### config.mk
export PLATFORM = sky130hd
export DESIGN_NAME = ram_port_arbiter
export DESIGN_NICKNAME = d
export VERILOG_FILES = /design/src/rtl/ram_port_arbiter.sv
export SDC_FILE = /design/constraint.sdc
export NUM_CORES = 1
export LEC_CHECK = 0
export CAP_MARGIN = 15
export CELL_PAD_IN_SITES_DETAIL_PLACEMENT = 0
export CELL_PAD_IN_SITES_GLOBAL_PLACEMENT = 1
export CORE_ASPECT_RATIO = 0.5
export CORE_MARGIN = 3
export CORE_UTILIZATION = 20
export DETAILED_ROUTE_END_ITERATION = 10
export PLACE_DENSITY = 0.81
export REMOVE_ABC_BUFFERS = 1
export SYNTH_ARGS = -nofsm -noshare
export SYNTH_HDL_FRONTEND = slang
export SYNTH_SLANG_ARGS = --single-unit
### constraint.sdc
create_clock -name clk -period 1.2 [get_ports clk]
set_input_delay 0.12 -clock clk [delete_from_list [all_inputs] [get_ports clk]]
set_output_delay 0.12 -clock clk [all_outputs]
set_load 0.1 [all_outputs]
### src/rtl/ram_port_arbiter.sv
// ram_port_arbiter
// ----------------
// Two-requester arbiter and sequencer in front of the single-port program/data
// RAM. The RAM has a registered read with one cycle of latency. Port 0 is the
// CPU memory interface and port 1 is the loader/debug/IO master. The winner's
// access goes out on the RAM address, data, write-enable and read-enable lines.
// Read data is routed back to whichever port was granted.
//
// Each transaction goes IDLE -> ISSUE (-> RESP for reads) -> IDLE.
// A write takes 2 cycles and a read takes 3 cycles.
//
// Build option:
//   RAM_ARB_RR_EN  defined   : round-robin on simultaneous requests.
//                  undefined : fixed priority, where port 0 wins every tie.
//
// Ports:
//   clk                 system clock, all state on rising edge
//   clear_n             asynchronous active-low reset
//   req0/req1           access request, held until the matching gnt is seen
//   we0/we1             1 = write, 0 = read (stable while req high)
//   addr0/addr1         word address (stable while req high)
//   wdata0/wdata1       write data (stable while req high)
//   gnt0/gnt1           1-cycle pulse, request accepted
//   rvalid0/rvalid1     1-cycle pulse, rdata holds the read result
//   rdata               shared read data (combinational pass-through of ram_rdata)
//   busy                high whenever the sequencer is not idle
//   ram_addr/ram_wdata  RAM address and write data
//   ram_we/ram_re       RAM write and read strobes
//   ram_rdata           RAM read data
module ram_port_arbiter #(
    parameter int ADDR_W = 8,
    parameter int DATA_W = 32
) (
    input  logic              clk,
    input  logic              clear_n,
    input  logic              req0,
    input  logic              req1,
    input  logic              we0,
    input  logic              we1,
    input  logic [ADDR_W-1:0] addr0,
    input  logic [ADDR_W-1:0] addr1,
    input  logic [DATA_W-1:0] wdata0,
    input  logic [DATA_W-1:0] wdata1,
    output logic              gnt0,
    output logic              gnt1,
    output logic              rvalid0,
    output logic              rvalid1,
    output logic [DATA_W-1:0] rdata,
    output logic              busy,
    output logic [ADDR_W-1:0] ram_addr,
    output logic [DATA_W-1:0] ram_wdata,
    output logic              ram_we,
    output logic              ram_re,
    input  logic [DATA_W-1:0] ram_rdata
);

    typedef enum logic [1:0] {
        IDLE  = 2'd0,
        ISSUE = 2'd1,
        RESP  = 2'd2
    } state_t;

    state_t            state_q;
    logic              gnt0_q;
    logic              gnt1_q;
    logic              rvalid0_q;
    logic              rvalid1_q;
    logic              busy_q;
    logic [ADDR_W-1:0] ram_addr_q;
    logic [DATA_W-1:0] ram_wdata_q;
    logic              ram_we_q;
    logic              ram_re_q;
    logic              win_q;     // port that owns the transaction in flight

    logic              pick1_d;   // 1 = port 1 wins the current IDLE-cycle arbitration
    logic              we_sel_d;

`ifdef RAM_ARB_RR_EN
    logic              last_winner_q;

    // On a tie, the port that did not win last time gets the grant.
    // A lone request always wins.
    always_comb begin
        pick1_d = req1 & (~req0 | ~last_winner_q);
    end
`else
    // Fixed priority: port 1 only wins when port 0 is not requesting.
    always_comb begin
        pick1_d = req1 & ~req0;
    end
`endif

    always_comb begin
        we_sel_d = pick1_d ? we1 : we0;
    end

    always_ff @(posedge clk or negedge clear_n) begin
        if (!clear_n) begin
            state_q     <= IDLE;
            gnt0_q      <= 1'b0;
            gnt1_q      <= 1'b0;
            rvalid0_q   <= 1'b0;
            rvalid1_q   <= 1'b0;
            busy_q      <= 1'b0;
            ram_addr_q  <= '0;
            ram_wdata_q <= '0;
            ram_we_q    <= 1'b0;
            ram_re_q    <= 1'b0;
            win_q       <= 1'b0;
`ifdef RAM_ARB_RR_EN
            // Port 0 wins the first contested round after reset.
            last_winner_q <= 1'b1;
`endif
        end else begin
            case (state_q)
                IDLE: begin
                    if (req0 || req1) begin
                        ram_addr_q  <= pick1_d ? addr1 : addr0;
                        ram_wdata_q <= pick1_d ? wdata1 : wdata0;
                        ram_we_q    <= we_sel_d;
                        ram_re_q    <= ~we_sel_d;
                        gnt0_q      <= ~pick1_d;
                        gnt1_q      <= pick1_d;
                        win_q       <= pick1_d;
                        busy_q      <= 1'b1;
                        state_q     <= ISSUE;
`ifdef RAM_ARB_RR_EN
                        last_winner_q <= pick1_d;
`endif
                    end
                end
                ISSUE: begin
                    // The RAM samples its strobes at this edge.
                    gnt0_q   <= 1'b0;
                    gnt1_q   <= 1'b0;
                    ram_we_q <= 1'b0;
                    ram_re_q <= 1'b0;
                    if (ram_we_q) begin
                        busy_q  <= 1'b0;
                        state_q <= IDLE;
                    end else begin
                        rvalid0_q <= ~win_q;
                        rvalid1_q <= win_q;
                        state_q   <= RESP;
                    end
                end
                RESP: begin
                    rvalid0_q <= 1'b0;
                    rvalid1_q <= 1'b0;
                    busy_q    <= 1'b0;
                    state_q   <= IDLE;
                end
                default: begin
                    gnt0_q    <= 1'b0;
                    gnt1_q    <= 1'b0;
                    rvalid0_q <= 1'b0;
                    rvalid1_q <= 1'b0;
                    ram_we_q  <= 1'b0;
                    ram_re_q  <= 1'b0;
                    busy_q    <= 1'b0;
                    state_q   <= IDLE;
                end
            endcase
        end
    end

    assign gnt0      = gnt0_q;
    assign gnt1      = gnt1_q;
    assign rvalid0   = rvalid0_q;
    assign rvalid1   = rvalid1_q;
    assign busy      = busy_q;
    assign ram_addr  = ram_addr_q;
    assign ram_wdata = ram_wdata_q;
    assign ram_we    = ram_we_q;
    assign ram_re    = ram_re_q;
    // The RAM output register already provides the timing.
    assign rdata     = ram_rdata;

endmodule
Word level (Yosys, flattened, before mapping)
Index checks and enable logic that the tools add are counted.
{"block": "word_totals", "ff_bits": 50, "wordCells": 50, "inputBits": 118, "output_inout_bits": 79}
{"block": "classes", "reduce_logical": 6, "n_eq_ne": 5, "mux": 21, "bitwise": 7}
{"operator": "2-to-1 mux 32 bit", "n": 1}
{"operator": "case mux 1 bit (2 select lines)", "n": 7}
{"operator": "2-to-1 mux 1 bit", "n": 9}
{"operator": "2-to-1 mux 8 bit", "n": 1}
{"operator": "AND reduction 2 bit", "n": 4}
{"operator": "!= test 2 bit, second input constant", "n": 3}
{"operator": "inverter 1 bit", "n": 6}
{"operator": "2-to-1 mux 2 bit", "n": 2}
{"operator": "case mux 2 bit (2 select lines)", "n": 1}
{"operator": "== test 2 x 1 -> 1 bit, second input constant", "n": 1}
{"operator": "== test 2 bit, second input constant", "n": 1}
{"operator": "zero test 2 bit", "n": 1}
{"operator": "AND 1 bit", "n": 1}
{"operator": "logical OR 1 bit", "n": 1}

Longest topological paths before layout
Gate-level depths: netlist of the first run.
{"block": "logic_depth", "word_depth": 6, "mapped_depth": 5, "mapped_depth_nobuf": 3}

Worst setup path before layout of the first run
OpenSTA, ideal clock, no wires.
{"block": "synth_timing", "kind": "flip-flop to flip-flop", "start": "register ram_we_q (netlist: ram_we)", "end": "register rvalid0_q (netlist: rvalid0)", "path_slack_ns": -0.341, "period_less_slack_ns": 1.541, "path_buffers": 0, "required_ns": 1.078, "stages_incl_launch_ff": 4, "arrival_ns": 1.419, "setup_time_ns": 0.122, "cell_sequence": "dfrtp_1 > nand2b_1 > mux2i_1 > nor2_1"}
{"block": "synth_via", "elab_chain_cells": 2}
{"item": "start: declaration", "line_no": "71", "rtl": "logic ram_we_q;"}
{"item": "start signal: assignment", "line_no": "120", "rtl": "ram_we_q <= we_sel_d;"}
{"item": "!= test 2 bit (no line)"}
{"item": "AND reduction 2 bit (no line)"}
{"item": "end signal: assignment", "line_no": "142", "rtl": "rvalid0_q <= ~win_q;"}
{"item": "end: declaration", "line_no": "66", "rtl": "logic rvalid0_q;"}
No other way between the ends.
A chain may end at the register's enable or synchronous reset.

Worst setup path in the final report of the first run
{"block": "layout_timing", "start": "register state_q[0]", "end": "register ram_wdata_q[8] (netlist: ram_wdata[8])"}
{"block": "layout_via", "elab_chain_cells": 2}
{"item": "start: declaration", "line_no": "63", "rtl": "state_t state_q;"}
{"item": "start signal: assignment", "line_no": "99", "rtl": "state_q <= IDLE;"}
{"item": "start signal: assignment", "line_no": "126", "rtl": "state_q <= ISSUE;"}
{"item": "start signal: assignment", "line_no": "140", "rtl": "state_q <= IDLE;"}
{"item": "zero test 2 bit", "line_no": "115", "rtl": "case (state_q)"}
{"item": "AND reduction 2 bit (no line)"}
{"item": "end signal: assignment", "line_no": "119", "rtl": "ram_wdata_q <= pick1_d ? wdata1 : wdata0;"}
{"item": "end: declaration", "line_no": "70", "rtl": "logic [DATA_W-1:0] ram_wdata_q;"}
No other way between the ends.

==> flow_metrics.py, run 1 <==
metrics = {
    "pwr": {
        "leakage_nw": 1.97,
        "power_density_nw_per_um2": 3630,
        "totalPowerFinal_mw": 16.5,
        "worst_ir_drop_vdd_mv": 1.20,
    },
    "sta": {
        "max-slew-margin-rel_pct": 81.7,
        "hold_violations": 0,
        "timing_worst_slew_pin_value_ns": 0.274,
        "clock.fmax_ghz": 0.739,
        "rsz0062_at_grt": "yes",
        "final_max_slew_viol_count": 0,
        "worst_clock_skew_ns": 0.00492,
        "final_period_minus_worst_setup_slack_ns": 1.35,
        "final.period_utilization_pct": 113,
        "setup_slack_ns": -0.153,
        "final-setup-viol-count": 42,
    },
    "global_route": {
        "first_pass_grt_wire_length_mm": 14.2,
        "first_global_vias": 2463,
        "grt_antenna_before_repair": 0,
        "grt.total_usage_pct": 13.5,
        "grt_max_degree": 41,
        "gr-total-overflow": 0,
    },
    "drt": {
        "post-route-drc-count": 0,
        "detail_route.wl_per_cell_um": 18.3,
        "dr.first_iter.drc_count": 154,
        "postRouteWirelength_mm": 9.51,
        "dr_total_vias": 2248,
        "antenna_left": 0,
        "via_per_inst": 4.33,
        "drt-pass1-iter-count": 4,
    },
    "final_layout": {
        "flow.area_growth_from_synthesis_pct": 84.6,
        "share_of_cells_above_drive_strength_1_pct": 22.8,
        "postLayoutCoreUtil_pct": 39.5,
        "design.final.nets": 478,
        "layout.filler_cells": 1097,
        "num_antenna_cells": 0,
    },
    "setup_path": {
        "crit_path_cell_trace": "buf_6 > nor4b_4 > buf_6 > clkbuf_16 > a22oi_1 > nand2_1",
        "worst_setup_path_end_kind": "register",
        "crit_fanout": 10,
        "timing.critical_path.required_ns": 1.42,
        "crit_family": "buffers and inverters",
        "cp.arrival_ns": 1.58,
        "timing.critical_path.slowest_stage_cell": "dfrtp_1",
        "critical_path.startpoint_type": "register",
        "max_stage_delay_ns": 0.39,
        "path_common_cell": "buf_6",
        "setup.worst_path.class": "reg2reg",
        "worstPathBufferInverterCount": 3,
    },
    "floorplan": {
        "boundaryPins": 197,
        "design.core.area_um2": 11500,
        "floorplan.die_area_um2": 13700,
        "placementRows": 27,
        "floorplan.initialDensity_pct": 21.4,
        "floorplan.die.height_um": 84.4,
        "die_x_um": 163,
    },
    "yosys": {
        "synthesis.yosys.warnings": 0,
        "syn_inst": 251,
        "yosys.cell_types.count": 24,
        "synth.cell_area_um2": 2460,
        "synth_seq_area_share_pct": 50.9,
        "ys_ff_latch": 50,
        "synth_area_per_cell_um2": 9.79,
    },
    "outcome": {
        "violations_in_the_final_reports": "negative setup slack",
        "outcome": "finished with violations",
    },
    "cts": {
        "clk_root_buffer_cell": "clkbuf_16",
        "clk_latency_ns": 0.29,
        "cts_max_level": 2,
        "tritoncts": "built",
        "worst_setup_hold_path_clk_slew_ns": 0.06,
        "max-clock-path-buffers": 2,
        "cts.sink_count": 50,
        "numCtsBuffers": 5,
    },
    "placement": {
        "hpwl_mm": 7.33,
        "globalplace.congestion": 0.741,
        "placement.io_buffers": 132,
    },
    "job": {
        "max_cap_viol_count": 0,
    },
    "hold_path": {
        "min_path_type": "in2out",
    },
}
stage by stage:
stage                     worst slack, ns  std cells  hold WS [ns]  instance area (um2)  setup TNS [ns]
after floorplan                    -0.907        201        -0.176                 2110          -39.12
after global routing               -0.223        519         0.241                 4540           -8.05
final                              -0.153        519         0.241                 4540           -5.26
after CTS                          -0.131        519         0.241                 4500           -3.88
after global placement             -0.366        507        0.0157                 4270          -14.68
after detailed placement           -0.393        507        0.0142                 4270          -15.92
power by group:
| group | internal (mW) | total, mW | leakage, nW | switching [mW] |
|---|---|---|---|---|
| combinational | 4.25 | 11.7 | 1.28 | 7.49 |
| clock | 0.764 | 1.34 | 0.0640 | 0.580 |
| sequential | 2.52 | 3.38 | 0.617 | 0.864 |
| total | 7.53 | 16.5 | 1.97 | 8.93 |
layout by cell type (no fill, tap or decap), drive strengths merged, types with 2 or more instances in the layout:
cell type	n
dfrtp	50
nor2	7
o21a	2
clkdlybuf4s50	84
mux2i	3
a22oi	40
clkbuf	8
o21ai	40
inv	3
buf	66
nand2	40
a21oi	3
nand2b	3
timing repair:
action	4_1_cts	5_1_grt
cloned	1	1
hold endpoints to repair	10	0
pin swaps	0	3
buffers inserted	3	0
hold buffers	1	0
endpoints found under the setup margin	44	46
resized for setup	35	10
cells by family after synthesis:
| logic type | count (synthesis) | share of synthesized area [%] |
|---|---|---|
| AO/OA/AOI/OAI | 90 | 23.2 |
| AND/OR/NAND/NOR | 55 | 10.1 |
| buffers and inverters | 53 | 14.5 |
| flip-flops | 50 | 50.9 |
| multiplexers | 3 | 1.22 |
final cells by class:
class / count / area, um2 / area share, %
timing repair buffer: 152 / 2050 / 45.3
sequential: 50 / 1250 / 27.6
multi-input combinational: 148 / 886 / 19.5
tap: 159 / 199 / 4.39
clock buffer: 7 / 133 / 2.92
inverter: 3 / 11.3 / 0.248
synthesized netlist by cell type:
cell	instances	share of area, %
nor4b_4	1	0.97
or2_2	1	0.25
o21a_1	2	0.61
a211oi_1	1	0.31
buf_4	32	9.8
inv_1	3	0.46
a221oi_1	1	0.36
a21oi_1	3	0.61
o21bai_1	1	0.31
nand2b_1	3	0.76
clkbuf_1	8	1.2
nand2_1	40	6.1
nor3_1	1	0.20
a22oi_1	40	12
dfrtp_1	50	51
o21ba_2	1	0.41
buf_2	6	1.2
o21ai_0	40	8.1
buf_6	4	1.8
nor3b_2	1	0.51
nor2b_1	1	0.25
nor2_1	7	1.1
mux2i_1	3	1.2
a31oi_1	1	0.25
metal layers:
layer	track usage [%]	part of all wire (%)
met5	3.15	0.67
met4	3.38	1.2
met3	5.52	6.8
met2	21.8	51
met1	16.6	41
worst paths after layout:
check | startpoint | to | slack (ns) | cells after the start
hold reg to reg | ram_wdata[14]$_DFFE_PN0P_ | ram_wdata[14]$_DFFE_PN0P_ | 0.54 | 2
setup / recovery | state_q[0]$_DFFE_PN0P_ | ram_wdata[8]$_DFFE_PN0P_ | -0.15 | 6
hold / removal | ram_rdata[10] | rdata[10] | 0.24 | 0
setup reg to reg | state_q[0]$_DFFE_PN0P_ | ram_wdata[8]$_DFFE_PN0P_ | -0.15 | 6
max in group asynchronous | clear_n | state_q[1]$_DFFE_PN0P_ | 0.44 | 3
min in group asynchronous | clear_n | ram_wdata[4]$_DFFE_PN0P_ | 0.25 | 2
flip-flops by register name, summed over array words and instances (netlist names):
signal and count:
ram_wdata 32, ram_addr 8, state_q 2, busy 1, gnt0 1, gnt1 1
ram_re 1, ram_we 1, rvalid0 1, rvalid1 1, win_q 1
No activity file was read; power rests on OpenSTA's default activity.
==> run 2: changes to the inputs <==
--- a/config.mk
+++ b/config.mk
@@ -11,6 +11,7 @@
 export CORE_ASPECT_RATIO = 0.5
 export CORE_MARGIN = 3
 export CORE_UTILIZATION = 20
+export CTS_CLUSTER_SIZE = 14
 export DETAILED_ROUTE_END_ITERATION = 10
 export PLACE_DENSITY = 0.81
 export REMOVE_ABC_BUFFERS = 1
==> results of run 2 <==
Final layout, timing and power as in run 1 (identical DEF).
